===== config.mk =====
export PLATFORM = sky130hd
export DESIGN_NAME = layer_sequencer
export DESIGN_NICKNAME = d
export VERILOG_FILES = /design/src/rtl/layer_sequencer_pkg.sv /design/src/rtl/layer_sequencer_output_capture.sv /design/src/rtl/layer_sequencer.sv
export SDC_FILE = /design/constraint.sdc
export NUM_CORES = 1
export LEC_CHECK = 0
export ABC_CLOCK_PERIOD_IN_PS = 3000
export CORE_MARGIN = 4
export CORE_UTILIZATION = 30
export CTS_CLUSTER_SIZE = 14
export DETAILED_ROUTE_END_ITERATION = 6
export GPL_TIMING_DRIVEN = 0
export PLACE_DENSITY_LB_ADDON = 0.15
export SYNTH_ARGS = -nofsm -noshare
export SYNTH_HDL_FRONTEND = slang
export SYNTH_SLANG_ARGS = --single-unit

===== constraint.sdc =====
create_clock -name clk -period 3 [get_ports clk]
set_input_delay 0.3 -clock clk [delete_from_list [all_inputs] [get_ports clk]]
set_output_delay 0.3 -clock clk [all_outputs]
set_load 0.005 [all_outputs]

===== src/rtl/layer_sequencer_pkg.sv =====
// Shared FSM encoding and width helpers for the layer sequencer and its capture block.
package layer_seq_pkg;

   typedef enum logic [2:0] {
      S_IDLE,
      S_STREAM,
      S_WAIT,
      S_DRAIN,
      S_FINISH
   } state_t;

   localparam int IN_NUM_DEF      = 784;
   localparam int NEURON_NUM_DEF  = 30;
   localparam int DATA_WIDTH_DEF  = 16;
   localparam int TIMEOUT_CYC_DEF = 64;

   // Never returns 0 so single-entry configurations still get a 1-bit address.
   function automatic int addr_w(input int n);
      return (n > 1) ? $clog2(n) : 1;
   endfunction

   // The WAIT counter runs 0..timeout-1.
   function automatic int wait_cnt_w(input int timeout);
      return addr_w(timeout);
   endfunction

endpackage


===== src/rtl/layer_sequencer_output_capture.sv =====
// Per-neuron sticky capture: the first output_valid pulse of each neuron latches its value.
module output_capture
   import layer_seq_pkg::*;
#(
   parameter int NEURON_NUM = NEURON_NUM_DEF,
   parameter int DATA_WIDTH = DATA_WIDTH_DEF,
   parameter int NW         = addr_w(NEURON_NUM)
) (
   input  logic                             clk,
   input  logic                             rst_n,
   input  logic                             i_cap_en,
   input  logic                             i_clear,
   input  logic [NEURON_NUM-1:0]            i_valid,
   input  logic [NEURON_NUM*DATA_WIDTH-1:0] i_data,
   input  logic [NW-1:0]                    i_rd_addr,
   output logic                             o_all_captured,
   output logic [DATA_WIDTH-1:0]            o_rd_data
);

   logic [NEURON_NUM-1:0] r_mask;
   logic [NEURON_NUM-1:0] w_set;
   logic [DATA_WIDTH-1:0] r_cap [NEURON_NUM];

   assign w_set = i_cap_en ? (i_valid & ~r_mask) : '0;

   // Looks at this cycle's pulses too, so the FSM can leave WAIT right after the last one.
   assign o_all_captured = &(r_mask | w_set);

   always_ff @(posedge clk or negedge rst_n) begin
      if (!rst_n) begin
         r_mask <= '0;
         for (int i = 0; i < NEURON_NUM; i++) begin
            r_cap[i] <= '0;
         end
      end else begin
         if (i_clear) begin
            r_mask <= '0;
         end else begin
            r_mask <= r_mask | w_set;
         end
         for (int i = 0; i < NEURON_NUM; i++) begin
            if (w_set[i]) begin
               r_cap[i] <= i_data[i*DATA_WIDTH +: DATA_WIDTH];
            end
         end
      end
   end

   // Uncaptured neurons read as 0 so stale values from an earlier frame never leak out.
   always_comb begin
      o_rd_data = '0;
      for (int i = 0; i < NEURON_NUM; i++) begin
         if (i_rd_addr == NW'(i) && r_mask[i]) begin
            o_rd_data = r_cap[i];
         end
      end
   end

endmodule


===== src/rtl/layer_sequencer.sv =====
// layer_sequencer: streams one input vector to a layer of neurons, gathers their outputs
// and drains them to the next layer's buffer. Optional argmax tracker: LAYER_SEQ_ARGMAX_EN.
module layer_sequencer
   import layer_seq_pkg::*;
#(
   parameter int IN_NUM      = IN_NUM_DEF,
   parameter int NEURON_NUM  = NEURON_NUM_DEF,
   parameter int DATA_WIDTH  = DATA_WIDTH_DEF,
   parameter int TIMEOUT_CYC = TIMEOUT_CYC_DEF
) (
   input  logic                             clk,
   input  logic                             rst_n,
   input  logic                             start,
   output logic                             busy,
   output logic                             done,
   output logic                             err,
   output logic                             in_rd_en,
   output logic [addr_w(IN_NUM)-1:0]        in_rd_addr,
   input  logic [DATA_WIDTH-1:0]            in_rd_data,
   output logic [DATA_WIDTH-1:0]            nrn_data,
   output logic                             nrn_valid,
   input  logic [NEURON_NUM-1:0]            nrn_out_valid,
   input  logic [NEURON_NUM*DATA_WIDTH-1:0] nrn_out_data,
   output logic                             out_wr_en,
   output logic [addr_w(NEURON_NUM)-1:0]    out_wr_addr,
   output logic [DATA_WIDTH-1:0]            out_wr_data,
   output logic [addr_w(NEURON_NUM)-1:0]    argmax_idx
);

   localparam int AW = addr_w(IN_NUM);
   localparam int NW = addr_w(NEURON_NUM);
   localparam int CW = wait_cnt_w(TIMEOUT_CYC);
   localparam logic [AW-1:0] LAST_RD   = AW'(IN_NUM - 1);
   localparam logic [NW-1:0] LAST_WR   = NW'(NEURON_NUM - 1);
   localparam logic [CW-1:0] LAST_WAIT = CW'(TIMEOUT_CYC - 1);

   state_t                r_state;
   logic [CW-1:0]         r_wait_cnt;
   logic                  w_cap_en;
   logic                  w_clear;
   logic                  w_all_captured;
   logic [DATA_WIDTH-1:0] w_rd_data;

   assign nrn_data    = in_rd_data;
   assign out_wr_data = w_rd_data;

   // Short neurons may answer as early as the final STREAM cycle.
   assign w_cap_en = (r_state == S_WAIT) || (r_state == S_STREAM && in_rd_addr == LAST_RD);
   assign w_clear  = (r_state == S_FINISH);

   output_capture #(
      .NEURON_NUM (NEURON_NUM),
      .DATA_WIDTH (DATA_WIDTH),
      .NW         (NW)
   ) u_capture (
      .clk            (clk),
      .rst_n          (rst_n),
      .i_cap_en       (w_cap_en),
      .i_clear        (w_clear),
      .i_valid        (nrn_out_valid),
      .i_data         (nrn_out_data),
      .i_rd_addr      (out_wr_addr),
      .o_all_captured (w_all_captured),
      .o_rd_data      (w_rd_data)
   );

   always_ff @(posedge clk or negedge rst_n) begin
      if (!rst_n) begin
         r_state     <= S_IDLE;
         r_wait_cnt  <= '0;
         busy        <= 1'b0;
         done        <= 1'b0;
         err         <= 1'b0;
         in_rd_en    <= 1'b0;
         in_rd_addr  <= '0;
         nrn_valid   <= 1'b0;
         out_wr_en   <= 1'b0;
         out_wr_addr <= '0;
      end else begin
         done      <= 1'b0;
         nrn_valid <= in_rd_en;
         case (r_state)
            S_IDLE: begin
               if (start) begin
                  r_state    <= S_STREAM;
                  busy       <= 1'b1;
                  err        <= 1'b0;
                  in_rd_en   <= 1'b1;
                  in_rd_addr <= '0;
               end
            end
            S_STREAM: begin
               if (in_rd_addr == LAST_RD) begin
                  r_state    <= S_WAIT;
                  in_rd_en   <= 1'b0;
                  r_wait_cnt <= '0;
               end else begin
                  in_rd_addr <= in_rd_addr + AW'(1);
               end
            end
            S_WAIT: begin
               // A full mask wins over a timeout landing on the same cycle.
               if (w_all_captured || r_wait_cnt == LAST_WAIT) begin
                  r_state     <= S_DRAIN;
                  err         <= ~w_all_captured;
                  out_wr_en   <= 1'b1;
                  out_wr_addr <= '0;
               end else begin
                  r_wait_cnt <= r_wait_cnt + CW'(1);
               end
            end
            S_DRAIN: begin
               if (out_wr_addr == LAST_WR) begin
                  r_state   <= S_FINISH;
                  out_wr_en <= 1'b0;
               end else begin
                  out_wr_addr <= out_wr_addr + NW'(1);
               end
            end
            S_FINISH: begin
               r_state <= S_IDLE;
               busy    <= 1'b0;
               done    <= 1'b1;
            end
            default: begin
               r_state <= S_IDLE;
            end
         endcase
      end
   end

`ifdef LAYER_SEQ_ARGMAX_EN
   logic signed [DATA_WIDTH-1:0] r_max_val;
   logic [NW-1:0]                r_max_idx;
   logic [NW-1:0]                r_argmax;

   // Strict compare keeps the lowest index on ties; published together with done.
   always_ff @(posedge clk or negedge rst_n) begin
      if (!rst_n) begin
         r_max_val <= '0;
         r_max_idx <= '0;
         r_argmax  <= '0;
      end else begin
         if (r_state == S_DRAIN) begin
            if (out_wr_addr == '0 || $signed(w_rd_data) > r_max_val) begin
               r_max_val <= $signed(w_rd_data);
               r_max_idx <= out_wr_addr;
            end
         end
         if (r_state == S_FINISH) begin
            r_argmax <= r_max_idx;
         end
      end
   end

   assign argmax_idx = r_argmax;
`else
   assign argmax_idx = '0;
`endif

endmodule


==> qor.txt, run 1 <==
Clock latency on the worst-skew pair = 610 ps
Slowest Stage Delay on Critical Path = 450 ps
DRT iter0 DRCs = 1326
Fin crit share = 126%
Worst path cell trace = buf_6, ha_4, nor2b_4, and3_4, clkbuf_16, buf_12, buf_6, a221oi_4, nor3_4, a2111oi_4, o21ai_4, a31oi_1, nor2_1, buf_2
Worst path buffer plus inverter count = 5
Hold Violations, Final = 0
Worst-path clk slew = 50 ps
H-tree Lvls = 3
Pre-Repair DR Iteration Count = 5
Reg2Reg Capture Point = r_wait_cnt[0]$_DFFE_PN0P_
IO Port Bufs = 565
Async SR Flop Fraction = 100%
Fraction of layout cells with a size suffix above 1 = 38.8%
Vias per cell = 5.23
Slew @ Worst Pin = 923 ps
Final Max Slew Viols = 0
Core Area = 82200 um2
First-pass GRT wire length = 151000 um
CTS sink count = 540
Max clock buf depth = 3
Detailed Place HPWL = 82600 um
Die width = 297 um
Most used cell, CP = buf_6
Worst hold path type = input pin to async pin
Yosys reg bits = 540
Peak supply drop = 0.000394 V
Pwr Density = 451 nW/um2
Leak pwr = 17.2 nW
Largest family of logic cells by synthesized area = multiplexers
TNS Setup = -11840 ps
# DRC = 0
Avg Cell Area, Syn = 12.2 um2
Die footprint = 87900 um2
Post-route antenna net violation count = 0
Worst setup path class = flop to output port
Synth Area in XOR/XNOR = 0.281%
Post-synth EDFFs = 0
CP endpoint kind = output port
Top FF cell, synth = dfrtp_1
Yosys cell types = 69
Total global routing overflow = 0
Adder-Cell Fraction of Synth Area = 0.351%
GRT Total Usage = 23.8%
Starting density of the core = 30.4%
Final setup fails = 30
Root Driver = clkbuf_16
Clock skew = 13.2 ps
Vias in the first global route = 22200
Initial antenna violation count = 49
Area grow syn2layout = 52.1%
Worst Reg2Reg Path Length in Cells = 11
Failing checks = setup timing
Largest net degree at the start of global routing = 117
Critical path's slowest cell = a2111oi_4
R2R Path Start = in_rd_addr[5]$_DFFE_PN0P_
Cell row count = 105
Total detailed-routing wirelength = 108000 um
R2R Setup Slk = -230 ps
I/O pin total = 587
Dpl ws = -2390 ps
Synth Area in Compound Gates = 11.6%
Fin nets = 3344
Status = finished, violations left
Fin worst setup slack = -778 ps
Chip Height = 297 um
Post-DR wirelength/cell = 27.3 um
Rel. slew slack = 38.5%
Mux cell area share after synthesis = 21.8%
Post-route minimum period = 3780 ps
Worst EP arrival = 3480 ps
Top cells by area, synth = dfrtp_1 54%, mux2_2 22%, nor2_1 2.1%
Final RePlAce weighted congestion = 0.900
TritonCTS clock tree = built
CP required = 2700 ps
Post-synthesis simple-gate area fraction = 9.06%
CTS Buf Count = 66
Synth Warn # = 0
Maximum clock frequency = 0.265 GHz
Crit path max fanout = 8
Via Count = 20800
Max Cap Viol = 0
Top-count cell post-synth = dfrtp_1
Synthesized area = 25000 um2
Critical Path Source Type = flop
Synth top area share = 54.1%
Sequential fraction of the synthesis area = 54.1%
Crit-path leading delay family = compound AO/OA/AOI/OAI gates
Post-synth top area cell = dfrtp_1
Top cells by count, synth = 540 x dfrtp_1, 481 x mux2_2, 138 x nor2_1
RSZ-0062 raised after global routing = yes
Post-Syn Instances = 2053
## state kept, by name, summed over array words and instances (netlist names)
register,count
r_wait_cnt,6
out_wr_en,1
r_state,3
u_capture.r_mask,30
in_rd_en,1
out_wr_addr,5
err,1
u_capture.r_cap,480
nrn_valid,1
busy,1
in_rd_addr,10
done,1
## layer usage
metal	GRT usage, %	up-vias	wire length (um)
met5	0	-	107
met4	9.15	18	3880
met3	6.55	176	7700
met2	39.7	642	53000
met1	29.4	10700	43500
li1	-	9233	-
## through the flow
| stage | hold WS, ps | util [%] | area [um2] | cells | power (mW) |
|---|---|---|---|---|---|
| detailed placement | 233 | 39.1 | 32100 | 3697 | 8.90 |
| CTS | 191 | 45.2 | 37200 | 3907 | 17.3 |
| global route | 211 | 46.1 | 37900 | 3953 | 17.8 |
| finish | 192 | 46.2 | 38000 | 3968 | 17.1 |
| floorplan | 4.41 | - | 25000 | 2057 | 7.83 |
| global placement | 427 | 38.9 | 32000 | 3692 | 8.89 |
## what timing repair did
item | in CTS | in global routing
pin swaps | 128 | 66
hold endpoints to repair | 44 | 0
gates resized for setup | 544 | 134
setup buffers | 104 | 26
hold buffers | 1 | 0
cloned | 5 | 2
endpoints found under the setup margin | 474 | 227
## power breakdown
| group | switching [mW] | internal (mW) |
|---|---|---|
| clock network | 3.29 | 5.02 |
| registers | 0.0883 | 7.41 |
| logic | 0.468 | 0.870 |
## cell usage in the layout (no fill, tap or decap), types with 12 or more instances in the layout
cell type / count
buf_2: 36
a221oi_1: 16
a21oi_1: 33
a21oi_2: 17
nand3_1: 33
clkbuf_4: 12
nor2b_1: 24
o21ai_0: 61
a31oi_1: 13
diode_2: 39
a22o_1: 15
nand3b_1: 24
clkbuf_1: 24
clkbuf_16: 73
a221o_1: 15
o21ai_2: 12
clkdlybuf4s50_1: 548
a21o_1: 12
and3_4: 14
dfrtp_1: 530
o221ai_1: 20
clkbuf_8: 23
a21oi_4: 15
clkbuf_2: 16
buf_6: 29
a221oi_4: 17
buf_4: 130
nor2_1: 124
mux2_2: 481
a22oi_1: 18
o22ai_1: 48
and3_1: 23
nor3_4: 13
nand2_1: 57
nand4_1: 13
## cell type report
| cell class | instances | area (um2) |
|---|---|---|
| multi-input cells | 1372 | 12900 |
| repair buffers | 706 | 6980 |
| clock buffers | 96 | 1940 |
| fillers | 7537 | 44300 |
| clock inverters | 23 | 305 |
| flip-flops and latches | 540 | 13500 |
| inverters | 12 | 47.5 |
| diodes | 39 | 97.6 |
| plain buffers | 110 | 898 |
| well taps | 1070 | 1340 |
## kinds of logic after synthesis
group | Yosys count
flip-flops | 540
multiplexers | 484
AND/OR/NAND/NOR | 443
AO/OA/AOI/OAI | 423
buffers and inverters | 147
XOR/XNOR | 8
adder cells (fa/ha/maj) | 7
other | 1
## worst max-delay path by stage
| stage | start | endpoint | cells past startpoint |
|---|---|---|---|
| global placement | rst_n | u_capture.r_cap[59]$_DFFE_PN0P_ | 1 |
| finish | out_wr_addr[0]$_DFFE_PN0P_ | out_wr_data[5] | 14 |
| global route | out_wr_addr[0]$_DFFE_PN0P_ | out_wr_data[8] | 12 |
| floorplan | out_wr_addr[1]$_DFFE_PN0P_ | out_wr_data[14] | 12 |
| detailed placement | out_wr_addr[0]$_DFFE_PN0P_ | out_wr_data[13] | 14 |
| CTS | out_wr_addr[1]$_DFFE_PN0P_ | out_wr_data[8] | 12 |
Note: power is estimated with default switching activity, not from simulation.
==> inputs of run 2 (changes only) <==
- ABC_CLOCK_PERIOD_IN_PS: 3000 -> not set
- SKIP_CTS_REPAIR_TIMING: not set -> 1
==> qor.txt, run 2 (synthesized netlist as in run 1, its figures left out) <==
Die width = 297 um (unchanged)
Largest registers = u_capture.r_cap x480, u_capture.r_mask x30, in_rd_addr x10
Cell row count = 105 (unchanged)
TritonCTS clock tree = built
Psw = 3.82 mW (-0.53%)
I/O pin total = 587 (unchanged)
# DRC = 0 (unchanged)
Placed cell area = 32100 um2 (unchanged)
Root Driver = clkbuf_16
RSZ-0062 raised after global routing = yes
Total global routing overflow = 0 (unchanged)
Critical Path Source Type = flop
WHS = 201 ps (+8.77 ps)
CTS Buf Count = 66 (unchanged)
Worst Reg2Reg Path Length in Cells = 11 (unchanged)
Most frequent cells in the layout = 548 x clkdlybuf4s50_1, 532 x dfrtp_1, 481 x mux2_2, 190 x buf_4, 123 x nor2_1
Max Cap Viol = 0 (unchanged)
Die footprint = 87900 um2 (unchanged)
Final instance area = 37800 um2 (-0.34%)
Sw Ratio = 22.4% (-0.049 points)
Largest net degree at the start of global routing = 117 (unchanged)
DP Cell Count = 3697 (unchanged)
Rel. slew slack = 39.2% (+0.68 points)
Area occupied by multi-input gates = 12600 um2 (-1.7%)
Failing checks = setup timing
Leak pwr = 17.3 nW (+0.41%)
Worst setup path class = flop to output port
Post-route minimum period = 3780 ps (-0.907 ps)
Status = finished, violations left
Clock latency on the worst-skew pair = 610 ps (about the same)
Pre-Repair DR Iteration Count = 5 (unchanged)
Worst-path clk slew = 60 ps (about the same)
Post-route antenna net violation count = 0 (unchanged)
Peak supply drop = 0.000384 V (-2.5%)
Chip Height = 297 um (unchanged)
CP endpoint kind = output port
R2R Path Start = r_state[2]$_DFFE_PN0P_
Max clock buf depth = 3 (unchanged)
Final Max Slew Viols = 0 (unchanged)
Slowest Stage Delay on Critical Path = 440 ps (about the same)
Worst path cell trace = inv_4, ha_4, nor2b_4, and4_4, buf_6, a221oi_4, o31a_1, o2111ai_4, a221oi_4, o21ai_2, a31o_2, buf_6
Critical path's slowest cell = dfrtp_2
Fin nets = 3378 (+1.0%)
Commonest non-fill, non-tap cell in the layout = clkdlybuf4s50_1
Clk pwr share = 48.6% (+0.2 points)
Detailed Place HPWL = 82600 um (unchanged)
IO Port Bufs = 565 (unchanged)
Non-Filler Instances = 3997 (+0.73%)
Reg2Reg Capture Point = r_wait_cnt[0]$_DFFE_PN0P_
TNS Setup = -10050 ps (+1790 ps)
Final RePlAce weighted congestion = 0.900 (unchanged)
Combinational power share = 7.4% (-0.4 points)
Initial antenna violation count = 47 (-4.1%)
Fin worst setup slack = -778 ps (+0.907 ps)
H-tree Lvls = 3 (unchanged)
Sequential Area = 13500 um2 (about the same)
Worst EP arrival = 3480 ps (about the same)
CP required = 2700 ps (about the same)
Final setup fails = 21 (-30%)
Area grow syn2layout = 51.5%
Total detailed-routing wirelength = 106000 um (-2.4%)
Int Power = 13.3 mW (-0.24%)
First-pass GRT wire length = 145000 um (-4.1%)
Slew @ Worst Pin = 913 ps (-10.2 ps)
Via Count = 20700 (-0.44%)
Starting density of the core = 30.4% (unchanged)
Biggest register = u_capture.r_cap
Largest register FFs = 480 (unchanged)
Fraction of layout cells with a size suffix above 1 = 38.7% (-0.11 points)
Post-DR wirelength/cell = 26.4 um (-3.2%)
Fill count = 7573 (+0.48%)
Pwr Density = 452 nW/um2 (about the same)
Hold Violations, Final = 0 (unchanged)
Vias per cell = 5.17 (-1.2%)
Crit path max fanout = 7 (-1)
Worst hold path type = input pin to async pin
Vias in the first global route = 21400 (-3.6%)
Total design power = 17.1 mW (-0.31%)
CTS sink count = 540 (unchanged)
Maximum clock frequency = 0.265 GHz (about the same)
Seq pwr share = 44.0% (+0.2 points)
Core Area = 82200 um2 (unchanged)
GRT Total Usage = 22.8% (-0.97 points)
Fin crit share = 126% (about the same)
Clock skew = 15.4 ps (+2.13 ps)
R2R Setup Slk = -220 ps (about the same)
DRT iter0 DRCs = 1398 (+5.4%)
-- run 2: cell types whose count changed in the layout (fill, tap and decap cells not counted), moves of 4 or more --
cell	before	now
nand3_2	11	15
buf_4	130	190
o21ai_4	11	4
buf_6	29	22
buf_2	36	27
clkbuf_8	23	15
dlymetal6s2s_1	0	4
a21oi_1	33	42
diode_2	39	34
a21oi_2	17	11
clkbuf_16	73	67
o21ai_1	4	10
-- run 2: critical path: cells and delay by family, from the launching register on --
| kind | cells | cell delay [ps] |
|---|---|---|
| compound gates | 6 | 1570 |
| fa+ha+maj | 1 | 160 |
| buf+inv | 3 | 320 |
| flops | 1 | 440 |
| simple gates | 2 | 370 |
-- run 2: per-stage QoR --
stage	utilization [%]	worst slack, ps
6_report	46.0	-778
5_1_grt	46.0	-858
4_1_cts	41.8	-3050
3_5_place_dp	39.1	-2390
3_3_place_gp	38.9	-23030
2_1_floorplan	-	58.0
-- run 2: area by class of cell --
class | count | area share (%)
Tap cell | 1070 | 3.54
Timing Repair Buffer | 741 | 18.9
Antenna cell | 34 | 0.225
Clock buffer | 96 | 5.11
Multi-Input combinational cell | 1370 | 33.4
Sequential cell | 540 | 35.7
Clock inverter | 23 | 0.807
Buffer | 111 | 2.18
Inverter | 12 | 0.132
-- run 2: power by group through the flow --
stage          logic, mW  registers (mW)  clock network (mW)
2_1_floorplan      0.208            7.62                   0
3_3_place_gp        1.23            7.66                   0
3_5_place_dp        1.26            7.64                   0
4_1_cts             1.27            7.52                8.50
5_1_grt             1.37            7.53                8.80
6_report            1.27            7.52                8.30
-- run 2: how the worst max path moves through the flow --
stage	from	end	slack [ps]	cells after the start
after floorplan	out_wr_addr[1]$_DFFE_PN0P_	out_wr_data[14]	60	12
after global placement	rst_n	u_capture.r_cap[59]$_DFFE_PN0P_	-23030	1
after detailed placement	out_wr_addr[0]$_DFFE_PN0P_	out_wr_data[13]	-2390	14
after CTS	out_wr_addr[0]$_DFFE_PN0P_	out_wr_data[13]	-3050	14
after global routing	out_wr_addr[0]$_DFFE_PN0P_	out_wr_data[8]	-860	13
final	out_wr_addr[1]$_DFFE_PN0P_	out_wr_data[4]	-780	12
-- run 2: metal layers --
layer / share of wire (%) / wire length (um) / track usage, %
met1: 40 / 42600 / 28.2
met2: 48 / 51100 / 37.5
met3: 7.3 / 7670 / 6.68
met4: 3.8 / 4010 / 9.13
met5: 0.11 / 113 / 0
